[config.mk]
export PLATFORM = sky130hd
export DESIGN_NAME = button_conditioner_flat
export DESIGN_NICKNAME = d
export VERILOG_FILES = /design/src/rtl/button_conditioner_if.sv /design/src/rtl/button_conditioner.sv /design/src/flat_wrapper.sv
export SDC_FILE = /design/constraint.sdc
export NUM_CORES = 1
export LEC_CHECK = 0
export ABC_AREA = 1
export BUFFER_PORTS_ARGS = -buffer_cell sky130_fd_sc_hd__buf_2
export CAP_MARGIN = 10
export CELL_PAD_IN_SITES_DETAIL_PLACEMENT = 2
export CELL_PAD_IN_SITES_GLOBAL_PLACEMENT = 2
export CORE_AREA = 2 2 157 113
export DETAILED_ROUTE_END_ITERATION = 12
export DIE_AREA = 0 0 159 115
export PLACE_DENSITY = 0.95
export REMOVE_ABC_BUFFERS = 1
export SLEW_MARGIN = 20
export SYNTH_ARGS = -nofsm -noshare
export SYNTH_HDL_FRONTEND = slang
export SYNTH_SLANG_ARGS = --single-unit
[constraint.sdc]
create_clock -name clk -period 3.2 [get_ports clk]
set_clock_uncertainty 0.2 [all_clocks]
set_input_delay 0.16 -clock clk [delete_from_list [all_inputs] [get_ports clk]]
set_output_delay 0.16 -clock clk [all_outputs]
set_load 0.05 [all_outputs]
[src/rtl/button_conditioner_if.sv]
// Button bundle between the raw board pins and the conditioned pulse outputs.
// The slave side is the conditioner; the master side drives raw inputs and consumes pulses.
interface button_conditioner_if #(
    parameter int N_BTN = 2
);
    logic [N_BTN-1:0] btn_raw;
    logic [N_BTN-1:0] btn_level;
    logic [N_BTN-1:0] btn_press;
    logic [N_BTN-1:0] btn_release;
    logic [N_BTN-1:0] btn_repeat;

    modport master (
        output btn_raw,
        input  btn_level,
        input  btn_press,
        input  btn_release,
        input  btn_repeat
    );

    modport slave (
        input  btn_raw,
        output btn_level,
        output btn_press,
        output btn_release,
        output btn_repeat
    );
endinterface

[src/rtl/button_conditioner.sv]
// Per-button synchronizer, stable-time debouncer and hold/auto-repeat timer.
// Every channel is an identical, independent copy of the same logic.
module button_conditioner #(
    parameter int N_BTN           = 2,
    parameter int DEBOUNCE_CYCLES = 2000000,
    parameter int REPEAT_DELAY    = 62500000,
    parameter int REPEAT_PERIOD   = 12500000
) (
    input  logic clk,
    input  logic rst,
    button_conditioner_if.slave bus
);
    localparam int HOLD_MAX = (REPEAT_DELAY > REPEAT_PERIOD) ? REPEAT_DELAY : REPEAT_PERIOD;
    localparam int DW       = $clog2(DEBOUNCE_CYCLES);
    localparam int HW       = $clog2(HOLD_MAX);

    localparam logic [DW-1:0] DEB_TERM    = DW'(DEBOUNCE_CYCLES - 1);
    localparam logic [HW-1:0] DELAY_TERM  = HW'(REPEAT_DELAY - 1);
    localparam logic [HW-1:0] PERIOD_TERM = HW'(REPEAT_PERIOD - 1);

    typedef enum logic [1:0] {
        RELEASED,
        HOLD_WAIT,
        REPEATING
    } hold_state_t;

    for (genvar i = 0; i < N_BTN; i++) begin : g_ch
        logic          sync_p0;
        logic          sync_p1;
        logic          lvl;
        logic [DW-1:0] dcnt;
        logic          press;
        logic          release_q;
        logic          repeat_q;
        logic          accept;
        logic          rise;
        logic          fall;
        hold_state_t   state;
        hold_state_t   state_nxt;
        logic [HW-1:0] hcnt;
        logic [HW-1:0] hcnt_nxt;
        logic          repeat_nxt;

        always_comb begin
            accept = (sync_p1 != lvl) && (dcnt == DEB_TERM);
            rise   = accept && sync_p1;
            fall   = accept && !sync_p1;
        end

        // Synchronizer stages and debouncer; press/release fire on the edge lvl updates.
        always_ff @(posedge clk) begin
            if (rst) begin
                sync_p0   <= 1'b0;
                sync_p1   <= 1'b0;
                lvl       <= 1'b0;
                dcnt      <= '0;
                press     <= 1'b0;
                release_q <= 1'b0;
            end else begin
                sync_p0   <= bus.btn_raw[i];
                sync_p1   <= sync_p0;
                press     <= rise;
                release_q <= fall;
                if (sync_p1 == lvl) begin
                    dcnt <= '0;
                end else if (accept) begin
                    lvl  <= sync_p1;
                    dcnt <= '0;
                end else begin
                    dcnt <= dcnt + 1'b1;
                end
            end
        end

        // Hold timer; an accepted release overrides any repeat due in the same cycle.
        always_comb begin
            state_nxt  = state;
            hcnt_nxt   = hcnt;
            repeat_nxt = 1'b0;
            if (fall) begin
                state_nxt = RELEASED;
                hcnt_nxt  = '0;
            end else begin
                case (state)
                    RELEASED: begin
                        if (rise) begin
                            state_nxt = HOLD_WAIT;
                            hcnt_nxt  = '0;
                        end
                    end
                    HOLD_WAIT: begin
                        if (hcnt == DELAY_TERM) begin
                            repeat_nxt = 1'b1;
                            hcnt_nxt   = '0;
                            state_nxt  = REPEATING;
                        end else begin
                            hcnt_nxt = hcnt + 1'b1;
                        end
                    end
                    REPEATING: begin
                        if (hcnt == PERIOD_TERM) begin
                            repeat_nxt = 1'b1;
                            hcnt_nxt   = '0;
                        end else begin
                            hcnt_nxt = hcnt + 1'b1;
                        end
                    end
                    default: begin
                        state_nxt = RELEASED;
                        hcnt_nxt  = '0;
                    end
                endcase
            end
        end

        always_ff @(posedge clk) begin
            if (rst) begin
                state    <= RELEASED;
                hcnt     <= '0;
                repeat_q <= 1'b0;
            end else begin
                state    <= state_nxt;
                hcnt     <= hcnt_nxt;
                repeat_q <= repeat_nxt;
            end
        end

        assign bus.btn_level[i]   = lvl;
        assign bus.btn_press[i]   = press;
        assign bus.btn_release[i] = release_q;
        assign bus.btn_repeat[i]  = repeat_q;
    end
endmodule
[src/flat_wrapper.sv]
// flat-port wrapper written by rule: the top's interface ports become plain ports
module button_conditioner_flat 
#(
    parameter int N_BTN           = 2,
    parameter int DEBOUNCE_CYCLES = 2000000,
    parameter int REPEAT_DELAY    = 62500000,
    parameter int REPEAT_PERIOD   = 12500000
)
  (clk, rst, bus_btn_raw, bus_btn_level, bus_btn_press, bus_btn_release, bus_btn_repeat);
  button_conditioner_if #(.N_BTN(N_BTN)) bus_i ();
  input  logic clk;
  input  logic rst;
  input wire logic [$bits(bus_i.btn_raw)-1:0] bus_btn_raw;
  output wire logic [$bits(bus_i.btn_level)-1:0] bus_btn_level;
  output wire logic [$bits(bus_i.btn_press)-1:0] bus_btn_press;
  output wire logic [$bits(bus_i.btn_release)-1:0] bus_btn_release;
  output wire logic [$bits(bus_i.btn_repeat)-1:0] bus_btn_repeat;
  assign bus_i.btn_raw = bus_btn_raw;
  assign bus_btn_level = bus_i.btn_level;
  assign bus_btn_press = bus_i.btn_press;
  assign bus_btn_release = bus_i.btn_release;
  assign bus_btn_repeat = bus_i.btn_repeat;
  button_conditioner #(.N_BTN(N_BTN), .DEBOUNCE_CYCLES(DEBOUNCE_CYCLES), .REPEAT_DELAY(REPEAT_DELAY), .REPEAT_PERIOD(REPEAT_PERIOD)) u_core (.clk(clk), .rst(rst), .bus(bus_i));
endmodule
Yosys cells after proc, flatten, opt, wreduce, memory -nomap -nowiden

Index checks and enable logic that the tools add are counted.

Register bits after elaboration: 110

$add $sub $neg: 4
Eq/ne operators: 18
Mux-type cells: 20
Bitwise gates (word level): 4
Reduce and logical (&&, ||, !) cells: 18

Operators by type and width:

| cell                    | count |
|---|---|
| $mux W26                | 6 |
| $pmux W26 S3            | 2 |
| $add A26 B1 Y26 const B | 2 |
| $eq A26 B24 Y1 const B  | 2 |
| $eq A26 B26 Y1 const B  | 2 |
| $add A21 B1 Y21 const B | 2 |
| $eq A21 B21 Y1 const B  | 2 |
| $pmux W2 S3             | 2 |
| $mux W2                 | 4 |
| $ne A2 B1 Y1 const B    | 4 |
| $logic_and A1 B1 Y1     | 6 |
| $reduce_and A3 Y1       | 2 |
| $reduce_or A3 Y1        | 2 |
| $eq A2 B1 Y1 const B    | 2 |
| $eq A2 B2 Y1 const B    | 2 |
| $logic_not A2 Y1        | 2 |
| $mux W1                 | 4 |
| $not A1 Y1              | 4 |
| $pmux W1 S2             | 2 |
| $reduce_and A2 Y1       | 2 |
| $reduce_or A2 Y1        | 2 |
| $eq A1 B1 Y1            | 2 |
| $logic_not A1 Y1        | 2 |
| $ne A1 B1 Y1            | 2 |

Depth between registers and ports, before layout

Gate-level depths: netlist of the first run.

Depth in word-level cells: 5
Depth in mapped cells: 13

Worst setup path before layout of the first run

No wires, ideal clock.

Path type: flip-flop to flip-flop
Start point: register u_core.g_ch[0].dcnt[0]
End point: register u_core.g_ch[0].repeat_q
Setup time: 0.115 ns
Data arrival time: 1.514 ns
Data required time: 2.885 ns
Path slack: 1.371 ns
Cell stages (with the launch flop): 11
Path buffers: 1
Cell sequence: dfxtp_1 ha_1 nand2_1 nor2_4 nand2_1 nor2_1 nand3_1 nand2_1 inv_2 buf_4 and3_1

Word-level cells in the longest chain between the ends: 4

RTL lines:

| element                    | line                      | text |
|---|---|---|
| start: declaration         | button_conditioner.sv:31  | `logic [DW-1:0] dcnt;` |
| start signal: assignment   | button_conditioner.sv:70  | `dcnt <= dcnt + 1'b1;` |
| $eq A21 B21 Y1             | button_conditioner.sv:45  | `accept = (sync_p1 != lvl) && (dcnt == DEB_TERM);` |
| $logic_and A1 B1 Y1        | button_conditioner.sv:45  |  |
| $logic_and A1 B1 Y1        | button_conditioner.sv:47  | `fall = accept && !sync_p1;` |
| $reduce_or A2 Y1 (no line) | n/a                       |  |
| end signal: assignment     | button_conditioner.sv:124 | `repeat_q <= repeat_nxt;` |
| end: declaration           | button_conditioner.sv:34  | `logic repeat_q;` |

Every way passes these cells.
A chain may end at the register's enable or synchronous reset.

Worst setup path after layout of the first run

Start point: register u_core.g_ch[0].hcnt[0]
End point: register u_core.g_ch[0].hcnt[7]

Word-level cells in the longest chain between the ends: 3
Elaborated cells on any way between the ends: 6
Classes of those cells: add/sub (1); eq/ne (2); mux (3)

RTL lines:

| element                                       | line                                                | text |
|---|---|---|
| start: declaration                            | button_conditioner.sv:40                            | `logic [HW-1:0] hcnt;` |
| start signal: assignment                      | button_conditioner.sv:123                           | `hcnt <= hcnt_nxt;` |
| $add A26 B1 Y26, or another cell as far along | button_conditioner.sv:97, button_conditioner.sv:105 |  |
| $mux W26, on equally long branches            | button_conditioner.sv:101, button_conditioner.sv:92 |  |
| $pmux W26 S3 (*)                              | button_conditioner.sv:84                            | `case (state)` |

Every way passes the cells marked *; elsewhere a longest branch is shown, timed or not.

==> summary by stage, run 1 <==
Global route
After global routing, the most crowded layer is met2. The met1 layer usage reported by global route is 33.7%. The largest net degree at the start of global routing is 47. The number of global-route vias before repair is 7492. The initial antenna violation count is 0. The met2 usage is 52.6%. The total overflow left after global routing is 0. The total routing resource utilization after global routing is 28.9%. For this run, global-route usage on met3 was measured as 5.84%. The first global-routing pass estimated 41.5 mm of wire.

STA
In the finished design, the share of the clock period the worst path needs comes to 85.8%. The minimum period implied by the final worst setup slack is 2.75 ns. In this run the tightest slew margin relative to its limit is 61.3%. The total negative slack is 0 ns.

The count of final setup violators is 0. The highest attainable clock frequency is 0.364 GHz. The slew of the pin with the lowest slew margin is 0.579 ns. The number of hold-slack violations in the final timing report is 0.

The final max-slew violation count is 0. Setup repair after global routing left no endpoint under its margin. The post-route worst setup slack is 0.454 ns.

CTS
The root buffer cell chosen for the clock tree is sky130_fd_sc_hd__clkbuf_16. The latest clock arrival within the worst-skew pair is 0.38 ns. TritonCTS built the clock tree. The post-CTS repair timing setup buffer count is 0.

The number of buffers created by CTS is 9. The clock sink count is 110. The clock transition at the registers of the reported paths is 0.09 ns. The number of buffers on the longest clock path is 2. The clock tree synthesis step divided the H-tree into 3 levels.

Detailed routing
After detailed routing, the number of vias per cell comes to 5.36. In the final routed layout, each cell accounts on average for 20.4 um. The detailed-routing iteration count for the pre-antenna-repair pass is 5. The total vias in the final route is 6630. The first routing iteration left 280 violations. The routed design has 25.2 mm of wire. For this run, design rule violations remaining after detail routing come to 0. Once detail routing completed, the nets flagged for antenna violations numbered 0.

Hold path
For hold timing, the worst endpoint is u_core.g_ch[0].sync_p1. In this run the worst hold path is classified as reg2reg. The startpoint identified for the worst hold timing path is u_core.g_ch[0].sync_p0. The worst hold path was traced through 2 stages.

Synth
The number of cells produced by synthesis is 993. The share of the Yosys chip area taken by registers is 35.1%. The portion of synthesized cell area occupied by the leading cell type is 35.1%. The cell type contributing the most total cell area after synthesis is sky130_fd_sc_hd__dfxtp_1. The synthesized netlist contains 38 unique library cells. The synthesized area is 6270 um2. Yosys attributes the largest share of cell area to sky130_fd_sc_hd__dfxtp_1, sky130_fd_sc_hd__nand2_1, sky130_fd_sc_hd__nor2_1.

Synthesis inferred 110 register bits. The count of yosys warnings during synthesis is 0. Averaged over all synthesized cells, the footprint is 6.32 um2.

Worst setup path
The critical setup path kind is reg2reg. In this run the critical register-to-register path is launched from u_core.g_ch[0].hcnt[0]. The endpoint identified for the worst register-to-register timing path is u_core.g_ch[0].hcnt[7]. The required time reported for the critical path endpoint is 3.24 ns. The highest fanout seen on the critical path is 11.

STA classifies the critical path endpoint as a flop. In this run the register-to-register setup slack is 0.45 ns. STA classifies the critical path startpoint as a flop. The signal arrival time at the worst endpoint is 2.79 ns. The depth of the worst register-to-register path is 12.

Die
The core region area is 16800 um2. In this run the count of I/O pins placed on the die edge is 12. The floorplan has 40 rows. Measured along the x axis, the die boundary spans 159 um. The die covers 18300 um2.

The die is 115 um tall. The effective utilization at floorplan is 37.3%.

Finish
The total of fill cells in the finished design is 2074. Leaving out fill and tap cells, the most frequent cell in the layout is sky130_fd_sc_hd__nand2_1. Leaving out fill and tap cells, the most frequent cells in the layout are sky130_fd_sc_hd__nand2_1, sky130_fd_sc_hd__nor2_1, sky130_fd_sc_hd__inv_1.

Of the cells placed in the final design, the portion with a size suffix greater than 1 is 5.27%. For this run, the post-layout net count is 1017. 0 antenna diodes ended up in the layout.

The area overhead of the layout relative to synthesis is 8.78%.

Power
The net switching power figure is 0.662 mW. The clock network fraction of design power is 45.6%. The internal power is 1.95 mW. The portion of total power attributed to combinational logic is 1.8%. The static leakage is 2.61 nW. Sequential cells burn 52.6% of the power. In this run the power density over the cells is 383 nW/um2.

Of the total power, the share spent switching nets is 25.3%. VDD sags by at most 0.215 mV.

Job
The number of max-capacitance violations reported is 0.

Placed design
The detailed placement HPWL is 16.9 mm. The count of input and output buffers is 11. The setup slack after placement is 0.671 ns. The weighted congestion reported at the end of routability-driven placement is 0.837.

Run status
The run finished with clean final reports.
## sequential cells by signal (all words and copies together) (netlist names)
signal / flops
u_core.g_ch.hcnt: 52
u_core.g_ch.dcnt: 42
u_core.g_ch.state: 4
u_core.g_ch.lvl: 2
u_core.g_ch.press: 2
u_core.g_ch.release_q: 2
u_core.g_ch.repeat_q: 2
u_core.g_ch.sync_p0: 2
u_core.g_ch.sync_p1: 2
## worst max path at each step
stage | start | slack [ns] | cells past startpoint | to
after floorplan | u_core.g_ch[1].lvl | 0.46 | 9 | u_core.g_ch[1].hcnt[0]
after global placement | u_core.g_ch[0].dcnt[0] | 0.90 | 10 | u_core.g_ch[0].hcnt[2]
after detailed placement | u_core.g_ch[0].dcnt[0] | 0.67 | 11 | u_core.g_ch[0].state[0]
after CTS | u_core.g_ch[1].dcnt[1] | 0.51 | 12 | u_core.g_ch[1].hcnt[1]
after global routing | u_core.g_ch[1].dcnt[1] | 0.30 | 12 | u_core.g_ch[1].hcnt[1]
final | u_core.g_ch[0].hcnt[0] | 0.45 | 12 | u_core.g_ch[0].hcnt[7]
## layout make-up
cell class | instances | area, um2 | area share, %
clock buffers | 10 | 239 | 3.50
well taps | 231 | 289 | 4.24
repair buffers | 23 | 158 | 2.31
flip-flops and latches | 110 | 2200 | 32.3
clock inverters | 6 | 52.6 | 0.770
inverters | 131 | 492 | 7.21
multi-input cells | 726 | 3390 | 49.7
## worst max-delay path: stages, from the launching register on
cell	delay (ns)
sky130_fd_sc_hd__dfxtp_1	0.41
sky130_fd_sc_hd__ha_1	0.20
sky130_fd_sc_hd__nand3_1	0.21
sky130_fd_sc_hd__inv_1	0.16
sky130_fd_sc_hd__nand2_1	0.08
sky130_fd_sc_hd__nor2_1	0.24
sky130_fd_sc_hd__nand2_1	0.15
sky130_fd_sc_hd__nand2_1	0.09
sky130_fd_sc_hd__nand2_1	0.09
sky130_fd_sc_hd__nand2_1	0.10
sky130_fd_sc_hd__nand2_1	0.13
sky130_fd_sc_hd__nand2_1	0.44
sky130_fd_sc_hd__nor2_1	0.11
## stage by stage
stage / instance area [um2] / instances / power, mW / util [%] / hold slack (ns)
after floorplan: 6080 / 967 / 1.42 / - / 0.0312
after global placement: 6480 / 1216 / 1.44 / 38.5 / 0.159
after detailed placement: 6480 / 1216 / 1.45 / 38.5 / 0.177
after CTS: 6820 / 1237 / 2.62 / 40.6 / 0.243
after global routing: 6820 / 1237 / 2.68 / 40.6 / 0.254
final: 6820 / 1237 / 2.61 / 40.6 / 0.243
## cells in the mapped netlist, drive strengths merged
library cell / count
nand2: 305
nor2: 164
inv: 131
dfxtp: 110
nand3: 89
nor3: 40
a21oi: 30
buf: 25
nand4: 20
xor2: 18
ha: 12
nor3b: 11
o21ai: 9
nand3b: 6
nor4: 4
or2: 4
xnor2: 3
a21o: 2
and2: 2
and3: 2
o21bai: 2
a211oi: 1
a41oi: 1
clkbuf: 1
o31ai: 1
## power by group through the flow
| stage | clock network (mW) | logic, mW | registers [mW] |
|---|---|---|---|
| after floorplan | 0 | 0.0206 | 1.40 |
| after global placement | 0 | 0.0397 | 1.40 |
| after detailed placement | 0 | 0.0419 | 1.40 |
| after CTS | 1.20 | 0.0478 | 1.37 |
| after global routing | 1.26 | 0.0519 | 1.37 |
| final | 1.19 | 0.0476 | 1.37 |
## logic make-up (layout without fill, tap and decap cells)
| logic type | after synthesis | in the layout | synth area share [%] |
|---|---|---|---|
| xor+xnor | 21 | 21 | 2.93 |
| compound gates | 46 | 46 | 3.97 |
| flops | 110 | 110 | 35.1 |
| simple gates | 647 | 647 | 44.8 |
| buf+inv | 157 | 170 | 10.8 |
| fa+ha+maj | 12 | 12 | 2.39 |
## per-layer routing
layer	vias to the layer above	part of all wire [%]
met2	120	50
met1	3331	43
met4	0	3.4
met5	-	0
li1	3122	-
met3	57	3.2
## repair_timing
item | in CTS | in global routing
resized for setup | 0 | 0
hold endpoints to repair | 8 | 0
hold buffers | 5 | 0
Power figures use the tool's default switching activity.
==> run 2, diff against run 1 <==
- RECOVER_POWER: not set -> 25
- clock period: 3.2 -> 3.3 ns (I/O delays scaled with it)
==> run 2 against run 1 <==
Sequential power is 3% lower. Flip-flop and latch count stayed put. Setup slack worse by 0.073 ns. Power is 6.1% lower. Register-to-register slack worse by 0.07 ns. First-iteration DRC count is 20% higher. Clock power is 9% lower. Critical path depth is 2 lower. Critical path type unchanged. Critical endpoint unchanged. Largest power group unchanged.
==> summary by stage, run 2 (same netlist as run 1, synthesis figures left out) <==
Finish
In the final layout, the registers with the most flip-flops are u_core.g_ch.hcnt: 52 flops, u_core.g_ch.dcnt: 42 flops, u_core.g_ch.state: 4 flops. The area overhead of the layout relative to synthesis is 7.80%. The top cell types in the final layout, fill and taps aside, are sky130_fd_sc_hd__nand2_1, sky130_fd_sc_hd__nor2_1, sky130_fd_sc_hd__inv_1. The number of antenna diodes is 0. The final net count is 1016. Once layout is complete, the utilization of the core stands at 40.2%. Cells with a size suffix above 1 make up 3.68% of the layout. The register bank with the most flops is u_core.g_ch.hcnt.

The library cell used most frequently in the layout, excluding fill and tap cells, is sky130_fd_sc_hd__nand2_1. The number of flip-flops in the largest register is 52.

STA
Setup repair after global routing left no endpoint under its margin. For the finished layout, the period the worst path requires is 2.92 ns. At the pin with the least slew margin, the transition time is 0.813 ns. The final max-slew violation count is 0. The total negative slack is 0 ns.

The number of hold-slack violations in the final timing report came to 0. The worst slew margin relative to its limit is 45.6%. The post-route clock period utilization is 88.5%. Timing would allow up to 0.343 GHz.

The count of final setup violators is 0.

Worst setup path
The delay contributed by the slowest stage of the critical path is 0.47 ns. The number of buffers and inverters on the critical path is 1. STA classifies the critical path endpoint as a flop. The signal arrival time at the worst endpoint is 2.93 ns. In this run the worst path has a maximum fanout of 15. The number of cells on the worst reg-to-reg path is 10. The first element of the critical path is u_core.g_ch[0].dcnt[0]. The capturing instance or port of the critical path is u_core.g_ch[0].hcnt[7]. Walking the worst path, the cells encountered are ha_1 > nand2_1 > nor2_1 > nand2_1 > nor2_1 > nand3_1 > nand2_1 > inv_2 > nand2_1 > nor2_1.

The critical setup path kind is reg2reg. The reg2reg setup slack is 0.38 ns. The required time reported for the critical path endpoint is 3.31 ns. The worst register-to-register path begins at u_core.g_ch[0].dcnt[0]. The largest individual stage delay along the critical path comes from the cell sky130_fd_sc_hd__nand2_1. The cell type group with the largest total delay on the critical path is simple AND/OR/NAND/NOR gates. The terminus of the critical flop-to-flop path is u_core.g_ch[0].hcnt[7]. In this run the number of cells on the critical path is 10.

The worst setup path is launched from a flop. The library cell appearing most often on the critical path is sky130_fd_sc_hd__nand2_1.

Die
The core region area is 16800 um2. The floorplan step defined a die boundary enclosing 18300 um2. The horizontal die dimension is 159 um.

Pin placement for this block handled 12 I/O pins. The effective utilization at floorplan is 37.3%. The site row count is 40. The overall die height is 115 um.

Detailed routing
Dividing the detail-routed via count by the number of cells gives 5.42. After detailed routing, the number of remaining DRC violations is 0. The total length of routed wires is 25.9 mm. The routed layout has 6698 vias. In the final routed layout, each cell accounts on average for 20.9 um.

After the first detailed-routing iteration, the DRC count stood at 335. Before antenna repair, the detailed router went through 5 iterations. The number of antenna-violating nets in the routed design is 0.

Job
Across the run, the number of max-cap violations was 0.

Global route
Entering global routing, the biggest net connects 47 pins. The initial antenna violation count is 0. The first global-routing pass estimated 41.6 mm of wire. The total routing resource utilization after global routing is 29.1%. Summed over all layers, the global routing overflow is 0. The number of global-route vias before repair is 7561.

CTS
TritonCTS built the clock tree. The clock tree synthesis step divided the H-tree into 3 levels. The latest clock arrival within the worst-skew pair is 0.37 ns. The clock passes through at most 2 buffers. In this run, CTS created clock tree buffers numbering 9. The clock sink count is 110. Once the clock tree was built, the resizer swapped 0 gates to a different size.

The cell sitting at the root of the clock tree is a sky130_fd_sc_hd__clkbuf_16. Clock-pin slew was measured on the worst setup and hold paths at 0.08 ns.

Placed design
During placement, the flow inserted port buffers numbering 11. The weighted congestion reported at the end of routability-driven placement is 0.835. The detailed placement HPWL is 17.3 mm.

Power
The analysis attributes to cell leakage a power of 2.54 nW. The power density over the cells is 363 nW/um2. The peak ir drop on the vdd network is 0.203 mV.

Hold path
The kind of path behind the tightest hold check is reg2reg.

Run status
The flow ran to the end, and the final reports show no timing, DRC or antenna violations.
-- run 2: how the worst min path moves through the flow --
stage,startpoint,endpoint,slack (ns),cells past startpoint
floorplan,rst,u_core.g_ch[0].sync_p0,0.04,1
global placement,bus_btn_raw[0],u_core.g_ch[0].sync_p0,0.18,3
finish,u_core.g_ch[0].sync_p0,u_core.g_ch[0].sync_p1,0.23,2
global route,u_core.g_ch[0].sync_p0,u_core.g_ch[0].sync_p1,0.25,2
detailed placement,bus_btn_raw[0],u_core.g_ch[0].sync_p0,0.20,3
CTS,u_core.g_ch[0].sync_p0,u_core.g_ch[0].sync_p1,0.22,2
-- run 2: stage by stage --
stage	std cells	cell area (um2)	hold WS [ns]	total power, mW	setup WS [ns]
final	1236	6760	0.228	2.45	0.381
after global placement	1215	6470	0.180	1.40	0.924
after global routing	1236	6760	0.248	2.52	0.236
after detailed placement	1215	6470	0.195	1.40	0.674
after floorplan	967	6080	0.0362	1.38	0.555
after CTS	1236	6790	0.218	2.47	0.663
-- run 2: tightest hold or removal path: stages, from the launching register on --
cell and delay, ns:
sky130_fd_sc_hd__dfxtp_1 0.30, sky130_fd_sc_hd__inv_1 0.05, sky130_fd_sc_hd__nor2_1 0.04
-- run 2: layer usage --
metal / GRT usage (%) / up-vias / part of all wire (%)
met5: 0 / - / 0
met2: 52.5 / 147 / 49
met1: 34.0 / 3353 / 43
met3: 4.83 / 83 / 3.4
li1: - / 3115 / -
met4: 14.7 / 0 / 4.5
-- run 2: area by class of cell --
type,instances,area (um2)
multi-input combinational,726,3370
tap,231,289
clock inverter,4,22.5
sequential,110,2200
fill,2123,10100
timing repair buffer,22,139
inverter,131,492
clock buffer,12,246
-- run 2: what timing repair did --
item,CTS,global route
hold endpoints to repair,6,0
setup buffers,0,0
endpoints found under the setup margin,0,0
hold buffers,5,0
-- run 2: power breakdown --
group          leakage [nW]  internal, mW  switching, mW
clock                 0.132         0.532          0.543
combinational          1.52        0.0122         0.0334
sequential            0.886          1.33        0.00250
total                  2.54          1.87          0.579
==> run 3, diff against run 2 <==
==> constraint.sdc (replaced) <==
create_clock -name clk -period 3.3 [get_ports clk]
set_clock_uncertainty 0.2 [all_clocks]
set_input_delay 0.33 -clock clk [delete_from_list [all_inputs] [get_ports clk]]
set_output_delay 0.33 -clock clk [all_outputs]
set_load 0.05 [all_outputs]
==> run 3 against run 2 <==
Routed wire length decreased by 8.3%. Power decreased by 0.25%. Final area decreased by 0.59%. Sequential power about the same. Die area unchanged. Combinational power decreased by 8.4%. First-iteration DRC count decreased by 2.4%. Worst hold slack got worse by 0.18 ns. Via count decreased by 3.3%.
==> summary by stage, run 3 (same netlist as run 1, synthesis figures left out) <==
Placed design
The HPWL after detailed placement is 17.3 mm. During placement, the flow inserted port buffers numbering 11. The weighted congestion reported at the end of routability-driven placement is 0.835.

Global route
The initial antenna violation count is 0. The total routing resource utilization after global routing is 26.9%. The number of global-route vias before repair came to 7229. Entering global routing, the biggest net connects 47 pins. The global route total overflow is 0. The first global-routing pass estimated 38.9 mm of wire.

Power
Of the total power, the share spent switching nets is 23.6%. The clock network fraction of design power is 43.9%. The internal power is 1.87 mW. The net switching power figure is 0.576 mW. Sequential cells burn 54.4% of the power.

In this run the power density over the cells is 364 nW/um2. The peak ir drop on the vdd network is 0.208 mV. Summed over all cells, the static leakage comes to 2.52 nW. The portion of total power attributed to combinational logic is 1.7%.

Finish
In the layout the commonest cells are sky130_fd_sc_hd__nand2_1, sky130_fd_sc_hd__nor2_1, sky130_fd_sc_hd__inv_1. The repair_antennas step left the layout with diodes totalling 0. The area growth from synthesis to layout is 7.16%. The largest registers in the layout are u_core.g_ch.hcnt: 52 flops, u_core.g_ch.dcnt: 42 flops, u_core.g_ch.state: 4 flops. For this run, the share of the core covered by cells in the final layout is 40.0%.

The register with the most flip-flops in the layout has 52 of them. Cells with a size suffix above 1 make up 3.70% of the layout. The register bank with the most flops is u_core.g_ch.hcnt.

Leaving out fill and tap cells, the most frequent cell in the layout is sky130_fd_sc_hd__nand2_1. The net count of the finished layout is 1012.

CTS
The number of buffers on the longest clock path is 2. The number of buffers created by CTS is 9. Once the clock tree was built, the setup fixing pass inserted 0 buffers.

The tree is rooted in a sky130_fd_sc_hd__clkbuf_16. The number of hold buffers added after CTS was 1. The total of cells resized after clock tree synthesis is 0. The clock tree synthesis step divided the H-tree into 3 levels. Clock-pin slew was measured on the worst setup and hold paths at 0.07 ns. CTS saw 110 sinks. TritonCTS built the clock tree.

The later pin in the worst-skew pair is clocked with a latency of 0.37 ns.

Detailed routing
The number of antenna-violating nets in the routed design is 0. For this block, the via count after detailed routing is 6477. The final routed wire length divided by cell count is 19.2 um. The number of design-rule violations left by the first detailed-router iteration is 327.

The ratio of routed vias to standard cells is 5.26. The detailed-routing iteration count for the pre-antenna-repair pass is 4. The post-route DRC violation count is 0. The total length of routed wires is 23.7 mm.

Die
The core region area is 16800 um2. For this design the top-level I/O count stands at 12. The effective utilization at floorplan is 37.3%. The site row count is 40. The overall die height is 115 um. The die covers 18300 um2. The die is 159 um wide.

Worst setup path
In this run the worst path has a maximum fanout of 15. The signal arrival time at the worst endpoint is 2.82 ns. The worst setup path is of the reg2reg kind. STA puts the critical path data required time at 3.31 ns. STA classifies the critical path endpoint as a flop. The type of element launching the critical path is a flop.

Job
The number of max-capacitance violations reported is 0.

STA
The slew of the pin with the lowest slew margin is 0.860 ns. The post-route clock period utilization is 85.1%. The final max-slew violation count is 0. The worst slew margin relative to its limit is 42.4%. Hold is met by 0.0503 ns. The highest attainable clock frequency is 0.356 GHz. Setup repair after global routing left no endpoint under its margin. The minimum period implied by the final worst setup slack is 2.81 ns. The number of hold-slack violations in the final timing report is 0. The count of final setup violators is 0. Adding up every negative setup slack in the final design gives 0 ns.

Hold path
In this run the worst hold path is classified as in2reg.

Run status
The flow ran to the end, and the final reports show no timing, DRC or antenna violations.
-- run 3: cell types whose count changed in the layout (fill, tap and decap cells not counted) --
cell and delta:
sky130_fd_sc_hd__dlygate4sd3_1 -4
-- run 3: routing by layer --
metal	wire, um	global-route usage, %	part of all wire [%]
met4	756	11.1	3.2
met3	658	4.26	2.8
met5	0	0	0
met2	11800	49.3	50
met1	10500	31.9	44
-- run 3: worst paths after layout --
check	startpoint	end	slack, ns	cells past startpoint
setup / recovery	u_core.g_ch[0].dcnt[0]	u_core.g_ch[0].hcnt[7]	0.49	10
hold / removal	bus_btn_raw[1]	u_core.g_ch[1].sync_p0	0.05	3
setup reg to reg	u_core.g_ch[0].dcnt[0]	u_core.g_ch[0].hcnt[7]	0.49	10
hold reg to reg	u_core.g_ch[0].sync_p0	u_core.g_ch[0].sync_p1	0.21	2
-- run 3: through the flow --
step,power [mW],area [um2],worst slack [ns],std cells
6_report,2.45,6720,0.491,1232
3_3_place_gp,1.40,6470,0.924,1215
4_1_cts,2.47,6750,0.663,1232
2_1_floorplan,1.38,6080,0.555,967
3_5_place_dp,1.40,6470,0.674,1215
5_1_grt,2.51,6720,0.288,1232
-- run 3: power groups by stage --
stage	Sequential, mW	Clock, mW	Combinational (mW)
after floorplan	1.36	0	0.0200
after global placement	1.36	0	0.0376
after detailed placement	1.36	0	0.0396
after CTS	1.33	1.10	0.0413
after global routing	1.33	1.13	0.0449
final	1.33	1.07	0.0417
-- run 3: layout make-up --
class                   count  area [um2]
fillers                  2147       10100
multi-input cells         726        3370
flip-flops and latches    110        2200
inverters                 131         492
well taps                 231         289
clock buffers              12         246
repair buffers             18        98.8
clock inverters             4        22.5
-- run 3: worst max-delay path, stage by stage (launching register included) --
cell	delay, ns
sky130_fd_sc_hd__dfxtp_1	0.38
sky130_fd_sc_hd__ha_1	0.18
sky130_fd_sc_hd__nand2_1	0.08
sky130_fd_sc_hd__nor2_1	0.26
sky130_fd_sc_hd__nand2_1	0.15
sky130_fd_sc_hd__nor2_1	0.17
sky130_fd_sc_hd__nand3_1	0.15
sky130_fd_sc_hd__nand2_1	0.25
sky130_fd_sc_hd__inv_2	0.21
sky130_fd_sc_hd__nand2_1	0.47
sky130_fd_sc_hd__nor2_1	0.17
